File: src/rtl/mem_access_ctrl_if.sv
// CPU-side request/acknowledge bus of the load/store unit.
// master = CPU datapath/control, slave = mem_access_ctrl.
interface mem_access_ctrl_if;
    logic        req;
    logic        we;
    logic [1:0]  size;
    logic        sign_ext;
    logic [7:0]  addr;
    logic [31:0] wdata;
    logic [31:0] rdata;
    logic        ack;
    logic        busy;
    logic        misalign;

    modport master (
        output req, we, size, sign_ext, addr, wdata,
        input  rdata, ack, busy, misalign
    );

    modport slave (
        input  req, we, size, sign_ext, addr, wdata,
        output rdata, ack, busy, misalign
    );
endinterface

File: src/rtl/mem_access_ctrl.sv
// Load/store unit: byte/half/word accesses onto a word-only RAM, RMW for partial stores.
// Optional feature macro ACC_CNT_EN adds ld_cnt/st_cnt access counters.
module mem_access_ctrl #(
    parameter int RD_LAT = 1
`ifdef ACC_CNT_EN
    ,
    parameter int CNT_W  = 16
`endif
) (
    input  logic                clk,
    input  logic                rst_n,
    mem_access_ctrl_if.slave    cpu,
    output logic                Mem_Write,
    output logic [7:0]          DM_Addr,
    output logic [31:0]         M_W_Data,
    input  logic [31:0]         M_R_Data
`ifdef ACC_CNT_EN
    ,
    output logic [CNT_W-1:0]    ld_cnt,
    output logic [CNT_W-1:0]    st_cnt
`endif
);

    typedef enum logic [2:0] {
        IDLE = 3'd0,
        RD   = 3'd1,
        WR   = 3'd2,
        DONE = 3'd3,
        ERR  = 3'd4
    } state_t;

    localparam logic [1:0] RD_LAT_C = 2'(RD_LAT);

    // Rejects odd half addresses, unaligned words and the reserved size code.
    function automatic logic misaligned_f(input logic [1:0] size, input logic [1:0] lane);
        logic m;
        case (size)
            2'b00:   m = 1'b0;
            2'b01:   m = lane[0];
            2'b10:   m = (lane != 2'b00);
            default: m = 1'b1;
        endcase
        return m;
    endfunction

    function automatic logic [31:0] load_f(input logic [31:0] word, input logic [1:0] size,
                                           input logic sext, input logic [1:0] lane);
        logic [7:0]  b;
        logic [15:0] h;
        logic [31:0] r;
        case (lane)
            2'd0:    b = word[7:0];
            2'd1:    b = word[15:8];
            2'd2:    b = word[23:16];
            2'd3:    b = word[31:24];
            default: b = word[7:0];
        endcase
        if (lane[1]) begin
            h = word[31:16];
        end else begin
            h = word[15:0];
        end
        case (size)
            2'b00:   r = {{24{sext & b[7]}}, b};
            2'b01:   r = {{16{sext & h[15]}}, h};
            default: r = word;
        endcase
        return r;
    endfunction

    // Bytes outside the selected lane are passed through unchanged from the read word.
    function automatic logic [31:0] merge_f(input logic [31:0] old, input logic [31:0] wd,
                                            input logic [1:0] size, input logic [1:0] lane);
        logic [31:0] r;
        r = old;
        case (size)
            2'b00: begin
                case (lane)
                    2'd0:    r[7:0]   = wd[7:0];
                    2'd1:    r[15:8]  = wd[7:0];
                    2'd2:    r[23:16] = wd[7:0];
                    2'd3:    r[31:24] = wd[7:0];
                    default: r = old;
                endcase
            end
            2'b01: begin
                if (lane[1]) begin
                    r[31:16] = wd[15:0];
                end else begin
                    r[15:0]  = wd[15:0];
                end
            end
            default: r = wd;
        endcase
        return r;
    endfunction

    state_t      state_r, state_s;
    logic [1:0]  rd_cnt_r, rd_cnt_s;
    logic        we_r, sext_r;
    logic [1:0]  size_r;
    logic [7:0]  addr_r;
    logic [31:0] wdata_r;
    logic [31:0] rdata_r, rdata_s;
    logic        ack_r, busy_r, misalign_r;
    logic        accept_s, mis_s, rd_done_s;
    logic        mem_write_s;
    logic [7:0]  dm_addr_s;
    logic [31:0] m_w_data_s;

    assign accept_s  = (state_r == IDLE) && cpu.req;
    assign mis_s     = misaligned_f(cpu.size, cpu.addr[1:0]);
    assign rd_done_s = (state_r == RD) && (rd_cnt_r == RD_LAT_C);

    // Next-state logic.
    always_comb begin
        state_s = state_r;
        case (state_r)
            IDLE: begin
                if (cpu.req) begin
                    if (mis_s) begin
                        state_s = ERR;
                    end else if (cpu.we && (cpu.size == 2'b10)) begin
                        state_s = WR;
                    end else begin
                        state_s = RD;
                    end
                end else begin
                    state_s = IDLE;
                end
            end
            RD: begin
                if (rd_done_s) begin
                    if (we_r) begin
                        state_s = WR;
                    end else begin
                        state_s = DONE;
                    end
                end else begin
                    state_s = RD;
                end
            end
            WR:      state_s = DONE;
            DONE:    state_s = IDLE;
            ERR:     state_s = IDLE;
            default: state_s = IDLE;
        endcase
    end

    // Next values of the registered outputs, aligned with the state being entered.
    always_comb begin
        rd_cnt_s    = 2'd0;
        rdata_s     = rdata_r;
        dm_addr_s   = DM_Addr;
        m_w_data_s  = M_W_Data;
        mem_write_s = (state_s == WR);
        if (state_r == RD) begin
            rd_cnt_s = rd_cnt_r + 2'd1;
        end else begin
            rd_cnt_s = 2'd0;
        end
        if (accept_s && !mis_s) begin
            dm_addr_s = {cpu.addr[7:2], 2'b00};
        end else begin
            dm_addr_s = DM_Addr;
        end
        if (accept_s && cpu.we && (cpu.size == 2'b10) && !mis_s) begin
            m_w_data_s = cpu.wdata;
        end else if (rd_done_s && we_r) begin
            m_w_data_s = merge_f(M_R_Data, wdata_r, size_r, addr_r[1:0]);
        end else begin
            m_w_data_s = M_W_Data;
        end
        if (rd_done_s && !we_r) begin
            rdata_s = load_f(M_R_Data, size_r, sext_r, addr_r[1:0]);
        end else begin
            rdata_s = rdata_r;
        end
    end

    // State register and read-latency counter.
    always_ff @(posedge clk or negedge rst_n) begin
        if (!rst_n) begin
            state_r  <= IDLE;
            rd_cnt_r <= 2'd0;
        end else begin
            state_r  <= state_s;
            rd_cnt_r <= rd_cnt_s;
        end
    end

    // Request capture; only an accepted request updates the latched fields.
    always_ff @(posedge clk or negedge rst_n) begin
        if (!rst_n) begin
            we_r    <= 1'b0;
            sext_r  <= 1'b0;
            size_r  <= 2'b00;
            addr_r  <= 8'h00;
            wdata_r <= 32'h0000_0000;
        end else if (accept_s) begin
            we_r    <= cpu.we;
            sext_r  <= cpu.sign_ext;
            size_r  <= cpu.size;
            addr_r  <= cpu.addr;
            wdata_r <= cpu.wdata;
        end
    end

    // Registered CPU-side and RAM-side outputs.
    always_ff @(posedge clk or negedge rst_n) begin
        if (!rst_n) begin
            rdata_r    <= 32'h0000_0000;
            ack_r      <= 1'b0;
            busy_r     <= 1'b0;
            misalign_r <= 1'b0;
            Mem_Write  <= 1'b0;
            DM_Addr    <= 8'h00;
            M_W_Data   <= 32'h0000_0000;
        end else begin
            rdata_r    <= rdata_s;
            ack_r      <= (state_s == DONE) || (state_s == ERR);
            busy_r     <= (state_s != IDLE);
            misalign_r <= (state_s == ERR);
            Mem_Write  <= mem_write_s;
            DM_Addr    <= dm_addr_s;
            M_W_Data   <= m_w_data_s;
        end
    end

    assign cpu.rdata    = rdata_r;
    assign cpu.ack      = ack_r;
    assign cpu.busy     = busy_r;
    assign cpu.misalign = misalign_r;

`ifdef ACC_CNT_EN
    // Completed-access counters; bumped as DONE is entered, so they move with ack.
    always_ff @(posedge clk or negedge rst_n) begin
        if (!rst_n) begin
            ld_cnt <= '0;
            st_cnt <= '0;
        end else if (state_s == DONE) begin
            if (we_r) begin
                st_cnt <= st_cnt + 1'b1;
            end else begin
                ld_cnt <= ld_cnt + 1'b1;
            end
        end
    end
`endif

endmodule
File: src/flat_wrapper.sv
// flat-port wrapper written by rule: the top's interface ports become plain ports
module mem_access_ctrl_flat 
#(
    parameter int RD_LAT = 1

)
  (clk, rst_n, Mem_Write, DM_Addr, M_W_Data, M_R_Data, cpu_req, cpu_we, cpu_size, cpu_sign_ext, cpu_addr, cpu_wdata, cpu_rdata, cpu_ack, cpu_busy, cpu_misalign);
  mem_access_ctrl_if cpu_i ();
  input  logic clk;
  input  logic rst_n;
  output logic Mem_Write;
  output logic [7:0] DM_Addr;
  output logic [31:0] M_W_Data;
  input  logic [31:0] M_R_Data;
  input wire logic [$bits(cpu_i.req)-1:0] cpu_req;
  input wire logic [$bits(cpu_i.we)-1:0] cpu_we;
  input wire logic [$bits(cpu_i.size)-1:0] cpu_size;
  input wire logic [$bits(cpu_i.sign_ext)-1:0] cpu_sign_ext;
  input wire logic [$bits(cpu_i.addr)-1:0] cpu_addr;
  input wire logic [$bits(cpu_i.wdata)-1:0] cpu_wdata;
  output wire logic [$bits(cpu_i.rdata)-1:0] cpu_rdata;
  output wire logic [$bits(cpu_i.ack)-1:0] cpu_ack;
  output wire logic [$bits(cpu_i.busy)-1:0] cpu_busy;
  output wire logic [$bits(cpu_i.misalign)-1:0] cpu_misalign;
  assign cpu_i.req = cpu_req;
  assign cpu_i.we = cpu_we;
  assign cpu_i.size = cpu_size;
  assign cpu_i.sign_ext = cpu_sign_ext;
  assign cpu_i.addr = cpu_addr;
  assign cpu_i.wdata = cpu_wdata;
  assign cpu_rdata = cpu_i.rdata;
  assign cpu_ack = cpu_i.ack;
  assign cpu_busy = cpu_i.busy;
  assign cpu_misalign = cpu_i.misalign;
  mem_access_ctrl #(.RD_LAT(RD_LAT)) u_core (.clk(clk), .rst_n(rst_n), .cpu(cpu_i), .Mem_Write(Mem_Write), .DM_Addr(DM_Addr), .M_W_Data(M_W_Data), .M_R_Data(M_R_Data));
endmodule
File: config.mk
export PLATFORM = sky130hd
export DESIGN_NAME = mem_access_ctrl_flat
export DESIGN_NICKNAME = d
export VERILOG_FILES = /design/src/rtl/mem_access_ctrl_if.sv /design/src/rtl/mem_access_ctrl.sv /design/src/flat_wrapper.sv
export SDC_FILE = /design/constraint.sdc
export NUM_CORES = 1
export LEC_CHECK = 0
export ABC_CLOCK_PERIOD_IN_PS = 2200
export BUFFER_PORTS_ARGS = -buffer_cell sky130_fd_sc_hd__buf_2
export CAP_MARGIN = 30
export CORE_MARGIN = 1.5
export CORE_UTILIZATION = 40
export CTS_CLUSTER_SIZE = 25
export DETAILED_ROUTE_END_ITERATION = 8
export GPL_TIMING_DRIVEN = 0
export PLACE_DENSITY = 0.66
export SYNTH_ARGS = -nofsm -noshare
export SYNTH_HDL_FRONTEND = slang
export SYNTH_SLANG_ARGS = --single-unit
File: constraint.sdc
create_clock -name clk -period 2.2 [get_ports clk]
set_input_delay 0.22 -clock clk [delete_from_list [all_inputs] [get_ports clk]]
set_output_delay 0.22 -clock clk [all_outputs]
set_load 0.005 [all_outputs]
==> results of run 1 <==
logic make-up (layout without fill, tap and decap cells):
group           after synthesis  after routing  share of synthesized area [%]
other cells                   1              2                         0.0593
compound gates              171            171                           20.2
fa+ha+maj                     1              1                          0.198
mux                          48             48                           8.41
flops                       117            117                           46.3
buf+inv                      96            283                           5.95
simple gates                267            267                           18.9
per-layer routing:
layer	vias up	track usage [%]
met1	2891	38.4
met2	302	40.0
li1	2893	-
met4	0	11.2
met3	42	5.61
met5	-	0
stage by stage:
stage	util, %	setup TNS (ns)	cell area [um2]	setup slack, ns	hold WS (ns)
floorplan	-	0	6330	0.215	-0.0756
global placement	48.0	-74.63	7350	-0.552	0.424
detailed placement	48.2	-13.00	7390	-0.340	0.199
CTS	52.5	0	8040	0.00864	0.000680
global route	52.9	0	8100	0.0145	0.0178
finish	52.9	0	8100	0.0812	0.0104
state kept, by name, indices dropped and copies added, names as in the netlist:
signal and cells:
u_core.M_W_Data 32, u_core.cpu.rdata 32, u_core.wdata_r 32, u_core.DM_Addr 6, u_core.state_r 3, u_core.addr_r 2
u_core.rd_cnt_r 2, u_core.size_r 2, u_core.Mem_Write 1, u_core.cpu.ack 1, u_core.cpu.busy 1, u_core.cpu.misalign 1
u_core.sext_r 1, u_core.we_r 1
critical path: stages (launching register included):
cell and delay (ns):
dfrtp_2 0.44, nor4b_4 0.36, nand3_2 0.32, clkbuf_1 0.36, o31a_1 0.23, o32ai_1 0.29
area by class of cell:
class / count / area (um2)
Sequential cell: 117 / 2930
Clock inverter: 5 / 50.0
Tap cell: 211 / 264
Inverter: 36 / 135
Multi-Input combinational cell: 489 / 3110
Clock buffer: 24 / 492
Buffer: 58 / 259
Timing Repair Buffer: 160 / 855
Fill cell: 1447 / 7220
placed cells by master (no fill, tap or decap), drive strengths merged, types with 9 or more instances in the layout:
cell type  count
nor2b         11
a21oi          9
inv           36
and3b          9
a211oi        26
mux2          31
mux2i         16
dfrtp        117
buf          173
clkbuf        66
o22ai         28
nand3         35
o21ai         28
nand2        162
nor2          31
o32ai         38
a221oi        15
power groups by stage:
| stage | Sequential (uW) | Clock (uW) | Combinational, uW |
|---|---|---|---|
| final | 3940 | 2590 | 5910 |
| after CTS | 3920 | 2630 | 5800 |
| after detailed placement | 3920 | 0 | 5660 |
| after floorplan | 3810 | 0 | 3630 |
| after global routing | 4080 | 2730 | 6520 |
| after global placement | 3910 | 0 | 5590 |
worst min-delay path by stage:
stage                                                  end  slack [ns]
after floorplan              u_core.DM_Addr[2]$_DFFE_PN0P_       -0.08
after global placement        u_core.rd_cnt_r[0]$_DFF_PN0_        0.42
after detailed placement  u_core.cpu.rdata[31]$_DFFE_PN0P_        0.20
after CTS                   u_core.wdata_r[14]$_DFFE_PN0N_      0.0007
after global routing        u_core.wdata_r[21]$_DFFE_PN0N_        0.02
final                       u_core.wdata_r[13]$_DFFE_PN0N_        0.01
timing repair:
| action | in CTS | in global routing |
|---|---|---|
| buffers inserted | 2 | 2 |
| setup endpoints to repair | 77 | 71 |
| hold endpoints to repair | 53 | 0 |
| gates resized for setup | 22 | 25 |
| hold buffers | 3 | 0 |
| pin swaps | 2 | 2 |
==> impl_metrics.csv, run 1 <==
group,metric,value,unit
cells_and_area,finalNetCount,959,
clock_tree,clkSlewWorstSetupHoldPaths,0.05,ns
routing,remaining_drc_errors,0,
setup_path,end_kind,"flip-flop",
cells_and_area,fin_cells,1100,
grt,grt_pass1_wl,33400,um
grt,grt_pass1_vias,5866,
setup_path,reg2reg_to,"u_core.M_W_Data[15]$_DFFE_PN0P_",
logic_synthesis,synth_seq_cells,117,
clock_tree,clkSinkCount,117,
routing,met1_length,9650,um
sta,slew-limit-headroom,59.2,%
floorplanning,ios,155,
job,max_cap_violations,0,
sta,period_minus_slack,2.12,ns
worst_hold_path,hp-class,"in -> reg",
floorplanning,start_util,41.3,%
setup_path,cp_max_fo,10,
sta,tightest_slew,0.613,ns
floorplanning,core,15300,um2
clock_tree,cts_root_buf,"clkbuf_16",
setup_path,r2r_setup_slack,0.08,ns
clock_tree,insertion_delay,0.42,ns
sta,fin_crit_sh,96.3,%
pwr,switching_power,5140,uW
placed_design,gp_congestion,0.931,
sta,slew_violations,0,
floorplanning,die_h,129,um
routing,wl_met2,9420,um
pwr,p_comb_share,47.5,%
clock_tree,cts_tree,"yes",
setup_path,arrival,2.43,ns
sta,hold_viol,0,
setup_path,required,2.52,ns
routing,top_layer_used,"met4",
routing,drtIter0Drc,717,
cells_and_area,diodes,0,
logic_synthesis,yosysWarnings,0,
placed_design,dp_cells,1066,
sta,rsz0062_at_grt,"no",
logic_synthesis,synth_common_cells,"162 x nand2_1, 117 x dfrtp_1, 45 x clkbuf_1, 38 x o32ai_1, 36 x inv_1",
floorplanning,die_area,16600,um2
sta,skew,0.00710,ns
sta,setup_viol,0,
logic_synthesis,avgSynthCellArea,9.02,um2
routing,wl_met3,1710,um
logic_synthesis,synth_top_area_cell,"dfrtp_1",
grt,grt_overflow,0,
setup_path,rr_startpoint,"u_core.state_r[0]$_DFF_PN0_",
logic_synthesis,syn_inst,701,
routing,first_pass_iters,5,
clock_tree,cts_made_buffers,17,
setup_path,worst-setup-path-type,"reg -> reg",
routing,via_per_inst,5.57,
logic_synthesis,synth_top_area_share,46.3,%
logic_synthesis,yosysMostFrequentCell,"nand2_1",
pwr,irDropWorstVdd,0.000719,V
floorplanning,rows,45,
pwr,pwr-share-clk,20.8,%
setup_path,startpoint,"u_core.state_r[0]$_DFF_PN0_",
placed_design,dp_hpwl,16000,um
clock_tree,clockBufferDepth,2,
worst_hold_path,min-delay-start,"cpu_wdata[13]",
status,status,"completed",
logic_synthesis,synth_cell_types,42,
logic_synthesis,synthArstFlopShare,100,%
routing,final_antenna_net_count,0,
logic_synthesis,ys.flop_type,"dfrtp_1",
routing,post_drt_wl_per_cell,19.4,um
logic_synthesis,seq_area_frac_synth,46.3,%
routing,wl,21400,um
floorplanning,die_w,129,um
setup_path,worst_r2r_path_depth,5,
grt,grt_util_all_layers,27.0,%
routing,vias,6128,
pwr,power_leakage,0.00389,uW
logic_synthesis,synth.area.top_cells,"dfrtp_1 46%, nand2_1 9.6%, mux2_2 5.5%",
logic_synthesis,synth_edf_count,0,
cells_and_area,drive_gt1_share,29.8,%
grt,antenna_found_initial,0,
grt,grt_max_degree,67,
placed_design,io_buffers,152,
logic_synthesis,synth_area,6330,um2
pwr,switching_share,41.3,%
pwr,p_per_area,1540,nW/um2
setup_path,worstSetupEndpoint,"u_core.M_W_Data[15]$_DFFE_PN0P_",
cells_and_area,area_growth,28.0,%
worst_hold_path,hold_path_depth,3,
clock_tree,cts_max_level,4,
pwr,total_power,12400,uW
pwr,seqPwrFrac,31.7,%
setup_path,worst_setup_path_start_kind,"flip-flop",
pwr,p_int,7310,uW
sta,fmax,472,MHz
Note: power is estimated with default switching activity, not from simulation.
==> inputs of run 2 (changes only) <==
RECOVER_POWER = 25   (was unset)
==> impl_metrics.csv, run 2 (same netlist as run 1, synthesis figures left out) <==
group,metric,value,unit
status,status,"completed",
worst_hold_path,holdPathEnd,"u_core.wdata_r[13]$_DFFE_PN0N_",
clock_tree,cts_made_buffers,17,
routing,drtIter0Drc,717,
cells_and_area,finalNetCount,959,
setup_path,cp_num_buf_inv,1,
clock_tree,clkSlewWorstSetupHoldPaths,0.05,ns
setup_path,cp_cell_sequence,"nor4b_4, nand3_2, clkbuf_1, o31a_1, o32ai_1",
clock_tree,insertion_delay,0.42,ns
setup_path,required,2.51,ns
setup_path,reg2reg_to,"u_core.M_W_Data[15]$_DFFE_PN0P_",
placed_design,dp_cells,1066,
clock_tree,cts_root_buf,"clkbuf_16",
cells_and_area,layout_common_cells,"160 x nand2_1, 159 x buf_2, 115 x dfrtp_1, 37 x o32ai_1, 36 x inv_1",
routing,final_antenna_net_count,0,
pwr,power_leakage,0.00389,uW
setup_path,worst-setup-path-type,"reg -> reg",
floorplanning,rows,45,
routing,vias,6128,
placed_design,pre_cts_ws,-0.340,ns
routing,remaining_drc_errors,0,
setup_path,cp_top_family,"simple AND/OR/NAND/NOR gates",
clock_tree,cts_tree,"yes",
worst_hold_path,hold_path_depth,3,
clock_tree,clockBufferDepth,2,
setup_path,arrival,2.43,ns
grt,grt_pass1_wl,33400,um
setup_path,end_kind,"flip-flop",
job,max_cap_violations,0,
cells_and_area,final_common_cell,"nand2_1",
floorplanning,die_h,129,um
sta,period_minus_slack,2.12,ns
sta,rsz0062_at_grt,"no",
routing,via_per_inst,5.57,
worst_hold_path,hp-class,"in -> reg",
cells_and_area,fin_cells,1100,
setup_path,cp_max_fo,10,
floorplanning,die_w,129,um
setup_path,worst_setup_path_start_kind,"flip-flop",
cells_and_area,drive_gt1_share,29.8,%
cells_and_area,diodes,0,
routing,post_drt_wl_per_cell,19.4,um
setup_path,worst_r2r_path_depth,5,
grt,grt_max_degree,67,
cells_and_area,multi_input_area,3110,um2
sta,slew-limit-headroom,10.5,%
placed_design,gp_congestion,0.931,
pwr,p_per_area,1540,nW/um2
sta,fin_crit_sh,96.3,%
sta,skew,0.00717,ns
setup_path,rr_startpoint,"u_core.state_r[0]$_DFF_PN0_",
floorplanning,ios,155,
grt,grt_pass1_vias,5866,
floorplanning,core,15300,um2
cells_and_area,area_growth,27.9,%
routing,wl,21300,um
clock_tree,cts_max_level,4,
floorplanning,die_area,16600,um2
setup_path,cpPeakStageDelay,0.44,ns
grt,grt_overflow,0,
floorplanning,start_util,41.3,%
grt,grt_util_all_layers,27.0,%
cells_and_area,regArea,2930,um2
sta,worst_slack,0.0809,ns
worst_hold_path,min-delay-start,"cpu_wdata[13]",
sta,tightest_slew,1.34,ns
sta,hold_viol,0,
sta,setup_viol,0,
setup_path,r2r_setup_slack,0.08,ns
placed_design,dp_hpwl,16000,um
sta,slew_violations,0,
sta,fmax,472,MHz
pwr,irDropWorstVdd,0.000714,V
setup_path,critPathSlowestCell,"dfrtp_2",
clock_tree,clkSinkCount,117,
grt,antenna_found_initial,0,
routing,first_pass_iters,5,
cells_and_area,fillers,1449,
placed_design,io_buffers,152,
run 2: cell count changes in the layout (fill, tap and decap cells not counted), sizes merged:
cell,change
buf,-1
clkbuf,+1
run 2: worst max-delay path by stage:
stage	from	endpoint	slack, ns	cells after the start
after floorplan	u_core.state_r[1]$_DFF_PN0_	u_core.cpu.rdata[12]$_DFFE_PN0P_	0.21	5
after global placement	rst_n	u_core.M_W_Data[28]$_DFFE_PN0P_	-0.55	1
after detailed placement	u_core.state_r[0]$_DFF_PN0_	u_core.M_W_Data[2]$_DFFE_PN0P_	-0.34	6
after CTS	u_core.state_r[0]$_DFF_PN0_	u_core.M_W_Data[2]$_DFFE_PN0P_	0.009	6
after global routing	u_core.size_r[1]$_DFFE_PN0N_	u_core.cpu.rdata[3]$_DFFE_PN0P_	0.01	6
final	u_core.state_r[0]$_DFF_PN0_	u_core.M_W_Data[15]$_DFFE_PN0P_	0.08	5
run 2: tightest hold or removal path, cell delays in order:
cell and delay [ns]:
buf_2 0.09, nand2_1 0.04, nand2_1 0.04
run 2: where the power goes:
part	internal (uW)	total (uW)	switching (uW)
sequential	3190	3940	755
clock	1640	2590	946
combinational	2480	5910	3430
run 2: stage by stage:
stage	hold slack, ns	power [uW]	util, %	TNS (ns)	area (um2)
2_1_floorplan	-0.0756	7430	-	0	6330
3_3_place_gp	0.424	9500	48.0	-74.63	7350
3_5_place_dp	0.199	9580	48.2	-13.00	7390
4_1_cts	0.000680	12300	52.5	0	8040
5_1_grt	0.0178	13300	52.8	0	8090
6_report	0.0121	12400	52.8	0	8090
run 2: repair_timing:
item                       in CTS  in global routing
hold endpoints to repair       53                  0
pin swaps                       2                  2
hold buffers                    3                  0
setup endpoints to repair      77                 71
gates resized for setup        22                 25
buffers inserted                2                  2
run 2: layout make-up:
type,count,share of cell area (%)
multi-input combinational,489,38.5
sequential,117,36.2
timing repair buffer,160,10.5
clock buffer,24,6.08
tap,211,3.26
buffer,58,3.20
inverter,36,1.67
clock inverter,5,0.619
run 2: per-layer routing:
layer  track usage, %  wire, um
met1             38.4      9590
met2             40.0      9350
met3             5.61      1740
met4             11.2       646
met5                0         0
